File: config.mk
export PLATFORM = sky130hd
export DESIGN_NAME = load_store_unit
export DESIGN_NICKNAME = d
export VERILOG_FILES = /design/src/rtl/load_store_unit.sv
export SDC_FILE = /design/constraint.sdc
export NUM_CORES = 1
export LEC_CHECK = 0
export ABC_AREA = 1
export BUFFER_PORTS_ARGS = -buffer_cell sky130_fd_sc_hd__clkbuf_2
export CAP_MARGIN = 5
export CELL_PAD_IN_SITES_DETAIL_PLACEMENT = 1
export CELL_PAD_IN_SITES_GLOBAL_PLACEMENT = 1
export CORE_ASPECT_RATIO = 1.4
export CORE_MARGIN = 1.5
export CORE_UTILIZATION = 34
export DETAILED_ROUTE_END_ITERATION = 6
export PLACE_DENSITY = 0.79
export SLEW_MARGIN = 15
export SYNTH_ARGS = -nofsm -noshare
export SYNTH_HDL_FRONTEND = slang
export SYNTH_SLANG_ARGS = --single-unit
File: constraint.sdc
create_clock -name iClk -period 1.61 [get_ports iClk]
set_input_delay 0.161 -clock iClk [delete_from_list [all_inputs] [get_ports iClk]]
set_output_delay 0.161 -clock iClk [all_outputs]
set_load 0.02 [all_outputs]
File: src/rtl/load_store_unit.sv
// load_store_unit: executes one load/store request on a single-port data
// memory bus (req/ack) and returns load data as a register writeback beat.
// Misaligned or illegal-funct3 requests and bus timeouts end in a 1-cycle
// error pulse with no writeback.
module load_store_unit #(
  parameter int XLEN     = 32,
  parameter int REGSEL_W = 5,
  parameter int TIMEOUT  = 16
) (
  input  logic                iClk,
  input  logic                iRst,
  input  logic                iReqValid,
  input  logic                iRead,
  input  logic                iWrite,
  input  logic [XLEN-1:0]     iAddr,
  input  logic [XLEN-1:0]     iData,
  input  logic [2:0]          iOpType,
  input  logic [REGSEL_W-1:0] iRdAddr,
  output logic                oBusy,
  output logic                oMemReq,
  output logic                oMemWe,
  output logic [XLEN-1:0]     oMemAddr,
  output logic [XLEN-1:0]     oMemWData,
  output logic [3:0]          oMemBe,
  input  logic                iMemAck,
  input  logic [XLEN-1:0]     iMemRData,
  output logic                oRegDv,
  output logic [REGSEL_W-1:0] oRegAddr,
  output logic [XLEN-1:0]     oRegData,
  output logic                oStoreDone,
  output logic                oErr
);

  localparam logic [1:0] ST_IDLE = 2'd0;
  localparam logic [1:0] ST_REQ  = 2'd1;
  localparam logic [1:0] ST_WB   = 2'd2;
  localparam logic [1:0] ST_ERR  = 2'd3;

  // Counter only needs to reach TIMEOUT-1: the abort happens on the edge
  // that closes the last unacknowledged REQ cycle.
  localparam int              CNT_W    = $clog2(TIMEOUT);
  localparam logic [CNT_W-1:0] TMO_LAST = CNT_W'(TIMEOUT - 1);

  // Byte enables: sub-word accesses shift a 1- or 2-byte mask into the lane.
  function automatic logic [3:0] f_be(input logic [2:0] op, input logic [1:0] a);
    case (op[1:0])
      2'b00:   f_be = 4'b0001 << a;
      2'b01:   f_be = 4'b0011 << a;
      default: f_be = 4'b1111;
    endcase
  endfunction

  // Store data is replicated across all lanes so the memory just applies BE.
  function automatic logic [XLEN-1:0] f_wdata(input logic [2:0] op, input logic [XLEN-1:0] d);
    case (op[1:0])
      2'b00:   f_wdata = {4{d[7:0]}};
      2'b01:   f_wdata = {2{d[15:0]}};
      default: f_wdata = d;
    endcase
  endfunction

  // Legal funct3 values with their natural alignment requirement.
  function automatic logic f_legal(input logic [2:0] op, input logic [1:0] a);
    case (op)
      3'b000, 3'b100: f_legal = 1'b1;
      3'b001, 3'b101: f_legal = ~a[0];
      3'b010:         f_legal = (a == 2'b00);
      default:        f_legal = 1'b0;
    endcase
  endfunction

  // Select the addressed lane of the read word and sign/zero extend it.
  function automatic logic [XLEN-1:0] f_load(input logic [2:0] op, input logic [1:0] lane,
                                             input logic [XLEN-1:0] rdata);
    logic [7:0]  b;
    logic [15:0] h;
    b = rdata[{lane, 3'b000} +: 8];
    h = lane[1] ? rdata[31:16] : rdata[15:0];
    case (op)
      3'b000:  f_load = {{24{b[7]}}, b};
      3'b100:  f_load = {24'd0, b};
      3'b001:  f_load = {{16{h[15]}}, h};
      3'b101:  f_load = {16'd0, h};
      default: f_load = rdata;
    endcase
  endfunction

  logic [1:0]          state_q, state_d;
  logic                we_q, we_d;
  logic [XLEN-1:0]     addr_q, addr_d;
  logic [XLEN-1:0]     wdata_q, wdata_d;
  logic [3:0]          be_q, be_d;
  logic [2:0]          op_q, op_d;
  logic [1:0]          lane_q, lane_d;
  logic [REGSEL_W-1:0] rd_q, rd_d;
  logic [CNT_W-1:0]    tmo_q, tmo_d;
  logic [XLEN-1:0]     regdata_q, regdata_d;
  logic                storedone_q, storedone_d;

  // Next-state logic: request capture, bus handshake, timeout and writeback.
  always_comb begin
    state_d     = state_q;
    we_d        = we_q;
    addr_d      = addr_q;
    wdata_d     = wdata_q;
    be_d        = be_q;
    op_d        = op_q;
    lane_d      = lane_q;
    rd_d        = rd_q;
    tmo_d       = tmo_q;
    regdata_d   = regdata_q;
    storedone_d = 1'b0;
    case (state_q)
      ST_IDLE: begin
        if (iReqValid && (iRead || iWrite)) begin
          // A request flagged as both read and write is executed as a load.
          we_d    = iWrite & ~iRead;
          addr_d  = {iAddr[XLEN-1:2], 2'b00};
          wdata_d = f_wdata(iOpType, iData);
          be_d    = f_be(iOpType, iAddr[1:0]);
          op_d    = iOpType;
          lane_d  = iAddr[1:0];
          rd_d    = iRdAddr;
          tmo_d   = '0;
          state_d = f_legal(iOpType, iAddr[1:0]) ? ST_REQ : ST_ERR;
        end
      end
      ST_REQ: begin
        if (iMemAck) begin
          if (we_q) begin
            storedone_d = 1'b1;
            state_d     = ST_IDLE;
          end else begin
            regdata_d = f_load(op_q, lane_q, iMemRData);
            state_d   = ST_WB;
          end
        end else if (tmo_q == TMO_LAST) begin
          state_d = ST_ERR;
        end else begin
          tmo_d = tmo_q + 1'b1;
        end
      end
      default: state_d = ST_IDLE;
    endcase
  end

  // State and datapath registers; reset clears everything so all outputs read 0.
  always_ff @(posedge iClk or negedge iRst) begin
    if (!iRst) begin
      state_q     <= ST_IDLE;
      we_q        <= 1'b0;
      addr_q      <= '0;
      wdata_q     <= '0;
      be_q        <= '0;
      op_q        <= '0;
      lane_q      <= '0;
      rd_q        <= '0;
      tmo_q       <= '0;
      regdata_q   <= '0;
      storedone_q <= 1'b0;
    end else begin
      state_q     <= state_d;
      we_q        <= we_d;
      addr_q      <= addr_d;
      wdata_q     <= wdata_d;
      be_q        <= be_d;
      op_q        <= op_d;
      lane_q      <= lane_d;
      rd_q        <= rd_d;
      tmo_q       <= tmo_d;
      regdata_q   <= regdata_d;
      storedone_q <= storedone_d;
    end
  end

  assign oBusy      = (state_q != ST_IDLE);
  assign oMemReq    = (state_q == ST_REQ);
  assign oErr       = (state_q == ST_ERR);
  assign oMemWe     = we_q;
  assign oMemAddr   = addr_q;
  assign oMemWData  = wdata_q;
  assign oMemBe     = be_q;
  // Loads to x0 still run the bus cycle but never raise a writeback.
  assign oRegDv     = (state_q == ST_WB) && (rd_q != '0);
  assign oRegAddr   = rd_q;
  assign oRegData   = regdata_q;
  assign oStoreDone = storedone_q;

endmodule

After elaboration in Yosys (flattened, before gate mapping) --
Cells that the tools add are included.
Storage, ports and cells: flip-flop bits (word level) 116, output and inout bits 111
Operators by class: $add $sub $neg 1, eq/ne operators 16, shift-type cells 3, muxes and demuxes 20, bitwise logic cells 4, reductions and logical operators 17
Operator list (count):
- 32-bit one-hot mux with 4 select lines | 1
- 32-bit one-hot mux with 2 select lines | 1
- 32-bit by 6-bit variable part select with 8-bit output | 1
- 16-bit 2-to-1 mux | 1
- 4-bit one-hot mux with 2 select lines | 2
- 3-bit equality test, second input constant | 4
- 4-bit 2-to-1 mux | 3
- 2-bit 2-to-1 mux | 5
- 3-bit by 1-bit equality test with 1-bit output, second input constant | 2
- 2-bit logical NOT | 3
- 3-bit logical NOT | 2
- 2-bit != test, second input constant | 3
- 1-bit 2-to-1 mux | 5
- 5-bit nonzero test | 1
- 4-bit by 1-bit adder with 4-bit output, second input constant | 1
- 2-bit by 1-bit equality test with 1-bit output, second input constant | 2
- 2-bit equality test, second input constant | 2
- 4-bit equality test, second input constant | 1
- 2-bit one-hot mux with 2 select lines | 1
- 2-bit AND reduction | 2
- 4-bit AND reduction | 1
- 2-bit nonzero test | 2
- 2-bit OR reduction | 2
- 1-bit by 2-bit << shifter with 4-bit output, first input constant | 1
- 9 further kinds | 12

Longest topological paths before layout --
word-level depth 8, gate-level depth with buffers 9, depth with buffers taken out 8

Worst setup path before layout --
Ideal clock, no wire load.
path type register to register, from register state_q[1], to register regdata_q[5] (netlist: oRegData[5]), library setup time 0.124 ns, arrival time 1.156 ns, data required time 1.486 ns, setup slack 0.329 ns, stages on the path, launching flop included 9, buffers on the path 2, period minus slack after synthesis 1.281 ns, path through dfrtp_1 -> inv_2 -> nand2_2 -> inv_4 -> nand3_4 -> buf_4 -> buf_2 -> nand2_1 -> o21ai_1
Between the ends: cells in the longest elaborated chain, start to end 2
Ends and longest elaborated chain:
- start: declaration | line 88 | logic [1:0] state_q, state_d;
- start signal: assignment | line 162 | state_q <= state_d;
- 2-bit by 1-bit equality test with 1-bit output
- named net oMemReq | line 20 | output logic oMemReq,
- 3-bit AND reduction (no source line)
- end signal: assignment | line 171 | regdata_q <= regdata_d;
- end: declaration | line 97 | logic [XLEN-1:0] regdata_q, regdata_d;
The timed path passes the listed nets, and every way through them passes these cells. A chain may end at the register's enable or synchronous reset.

Final worst setup path --
from register state_q[1], to register wdata_q[19] (netlist: oMemWData[19])
Between the ends: cells in the longest elaborated chain, start to end 2
Ends and longest elaborated chain:
- 2-bit logical NOT | line 113 | case (state_q)
- 2-bit AND reduction (no source line)
- end signal: assignment | line 165 | wdata_q <= wdata_d;
- end: declaration | line 91 | logic [XLEN-1:0] wdata_q, wdata_d;
No other way between the ends.

==> out/metrics.cfg <==
[outcome]
outcome=finished, violations left
violations=design-rule violations

[timing]
tightestPinTransition_ps=508
slew_headroom_pct=66.1
setup_viol=0
hold_viol=0
rsz0062_at_grt=false
post-route-min-period_ps=1520
finalCritPeriodShare_pct=94.4
fmax_mhz=658
finClkSkew_ps=5.58
finalMaxSlewViolations=0
finalSetupTns_ps=0

[floorplanning]
num_rows=55
initial_utilization_pct=35.0
die_w_um=113
io-pin-count=221
die_h_um=156
fp.coreArea_um2=16300
die-area_um2=17600

[worst_hold_path]
min_to=op_q[2]$_DFFE_PN0P_
whs_path_depth=3
min_path_type=in -> reg
hp-start=iOpType[2]

[logic_synthesis]
synth_cells=751
synth_top_family_by_area=simple AND/OR/NAND/NOR gates
synthSimpleGateAreaFrac_pct=32.6
synthArstFlopShare_pct=100
netlist_area_um2=5710
ys_ff_latch=116
synth_cell_type_count=34
synth_xor_area_share_pct=0.307
synthAdderAreaFrac_pct=0.219
synthFlopType=dfrtp_1
synth_compound_area_share_pct=6.90
synth_edf_count=0
synth_mux_area_share_pct=0.175
syn_area_per_cell_um2=7.61
yosysSeqAreaShare_pct=50.8
synth_warnings=0

[pwr]
power_density_nw_per_um2=2030
vdd_drop_max_v=0.00116
p_leak_nw=4.56

[grt]
grt_first_pass_wirelength_um=33100
overflow=0
grt_pass1_vias=6539
antenna_found_initial=1
grt_max_degree=85
grt_usage_pct=23.9

[cts]
h-tree-depth=4
cts-root-buf=clkbuf_16
clkTransAtPathRegs_ps=50
cts.sinks=116
clk_latency_ps=410
cts_max_path_buffers=2
numCtsBuffers=17
cts_tree=done
postCtsSetupBuffers=0

[finish]
postLayoutCellArea_um2=8160
syn2layout_area_growth_pct=42.8
drive_gt1_share_pct=28.4
fin_nets=1132
layout.filler_cells=2056

[critical_path]
arrival_ps=1860
rr_endpoint=oMemWData[19]$_DFFE_PN0P_
r2r_setup_slack_ps=90
worstRegToRegCells=6
endpoint_kind=flop
path_max_fanout=67
setup.worst_path.class=reg -> reg
path_cells=nor2_4 > nand3_4 > buf_12 > nor2_2 > nand2_1 > nand3_1
cp-start-kind=flop
worstPathRequired_ps=1950
critPathMaxStageDelay_ps=430
critPathSlowestCell=dfrtp_1
rr_startpoint=state_q[1]$_DFFE_PN0P_

[placed_design]
postPlaceCellArea_um2=7030
dpl.hpwl_um=13800
port_buffers=218
gp_congestion=0.826

[drt]
drc=24
ant_nets=0
vias=5977
drtIter0Drc=260
first_pass_iters=7
vias_per_cell=4.84
routed_wl_um=20200
post_drt_wl_per_cell_um=16.4

[flow_run]
maxCapViolCount=0

==> cell families (layout without fill, tap and decap cells) <==
group	Yosys count	in the layout
mux	1	1
buf+inv	103	384
other cells	1	4
fa+ha+maj	1	1
flops	116	116
simple gates	453	454
xor+xnor	2	2
compound gates	74	74
==> worst max path at each step <==
stage / start / endpoint / depth (start not counted)
after floorplan: state_q[1]$_DFFE_PN0P_ / oRegData[5]$_DFFE_PN0P_ / 8
after global placement: state_q[1]$_DFFE_PN0P_ / oMemWData[23]$_DFFE_PN0P_ / 6
after detailed placement: state_q[1]$_DFFE_PN0P_ / oMemWData[21]$_DFFE_PN0P_ / 6
after CTS: oRegAddr[1]$_DFFE_PN0P_ / oRegDv / 5
after global routing: state_q[1]$_DFFE_PN0P_ / oRegData[24]$_DFFE_PN0P_ / 9
final: state_q[1]$_DFFE_PN0P_ / oMemWData[19]$_DFFE_PN0P_ / 6
==> flip-flops by register name, indices dropped and copies added (netlist names) <==
signal	count
oRegData	32
op_q	3
state_q	2
oRegAddr	5
oMemAddr	30
oMemBe	4
oMemWe	1
oMemWData	32
oStoreDone	1
tmo_q	4
lane_q	2
==> routing by layer <==
metal	vias to the layer above	GRT usage [%]	wire, µm
li1	2869	-	-
met1	2878	26.6	7750
met2	194	43.3	10600
met3	36	6.00	1250
met4	0	10.0	577
met5	-	0	0
==> critical path, delay by kind of cell, from the launching register on <==
family	cells	cell delay, ps
buf+inv	1	230
flops	1	430
simple gates	5	790
==> cells in the mapped netlist, types with 2 or more instances <==
cell        n  area (µm²)
nor2_2      3        18.8
clkbuf_1    4        15.0
inv_1      59         221
inv_2       6        22.5
or2_2       4        25.0
nor2_1     52         195
or2_0       8        50.1
nor3_1      6        30.0
buf_6      10         113
nand3_1    52         260
buf_4       5        37.5
o21ai_0    27         135
nand2_1   315        1180
inv_4       2        12.5
o21ai_1    10        50.1
dfrtp_1   116        2900
nand2_2     5        31.3
nor2_4      2        22.5
a21oi_1    31         155
or2_1       4        25.0
buf_2      17        85.1
==> area by class of cell <==
cell class	count	area, µm²	share of cell area (%)
Antenna cell	2	5.00	0.0613
Clock buffer	19	443	5.43
Clock inverter	13	174	2.13
Inverter	67	259	3.17
Multi-Input combinational cell	534	2330	28.6
Sequential cell	116	2900	35.6
Tap cell	199	249	3.05
Timing Repair Buffer	285	1790	22.0
==> placed cells by master (no fill, tap or decap), types with 4 or more instances in the layout <==
master,instances
a21oi_1,31
buf_12,6
buf_4,13
clkbuf_16,17
clkbuf_2,217
clkinv_4,4
dfrtp_1,115
dlygate4sd3_1,49
inv_1,59
inv_2,5
nand2_1,315
nand2_2,5
nand3_1,51
nor2_1,52
nor3_1,6
o21ai_0,27
o21ai_1,10
or2_0,8
or2_1,4
or2_2,4
==> report_power, final <==
group | internal, mW | leakage (nW) | switching [mW] | total, mW
Combinational | 2.46 | 2.84 | 4.85 | 7.31
Sequential | 4.34 | 1.42 | 0.959 | 5.30
Clock | 2.50 | 0.291 | 1.44 | 3.94
==> timing repair <==
action                     4_1_cts  5_1_grt
gates resized for setup          0        4
setup endpoints to repair        0       14
hold buffers                    49        0
hold endpoints to repair       164        0
==> metrics by stage <==
step / cells / total power [mW] / util [%] / worst slack [ps] / hold slack [ps]
6_report: 1235 / 16.5 / 50.0 / 90.7 / 25.5
5_1_grt: 1234 / 17.7 / 50.0 / 1.89 / 33.6
4_1_cts: 1232 / 16.6 / 49.9 / 71.0 / 0.841
3_5_place_dp: 1151 / 12.5 / 43.1 / 88.3 / 239
3_3_place_gp: 1151 / 12.3 / 43.1 / 150 / 234
2_1_floorplan: 752 / 9.75 / - / 329 / -135
Note: power is estimated with default switching activity, not from simulation.
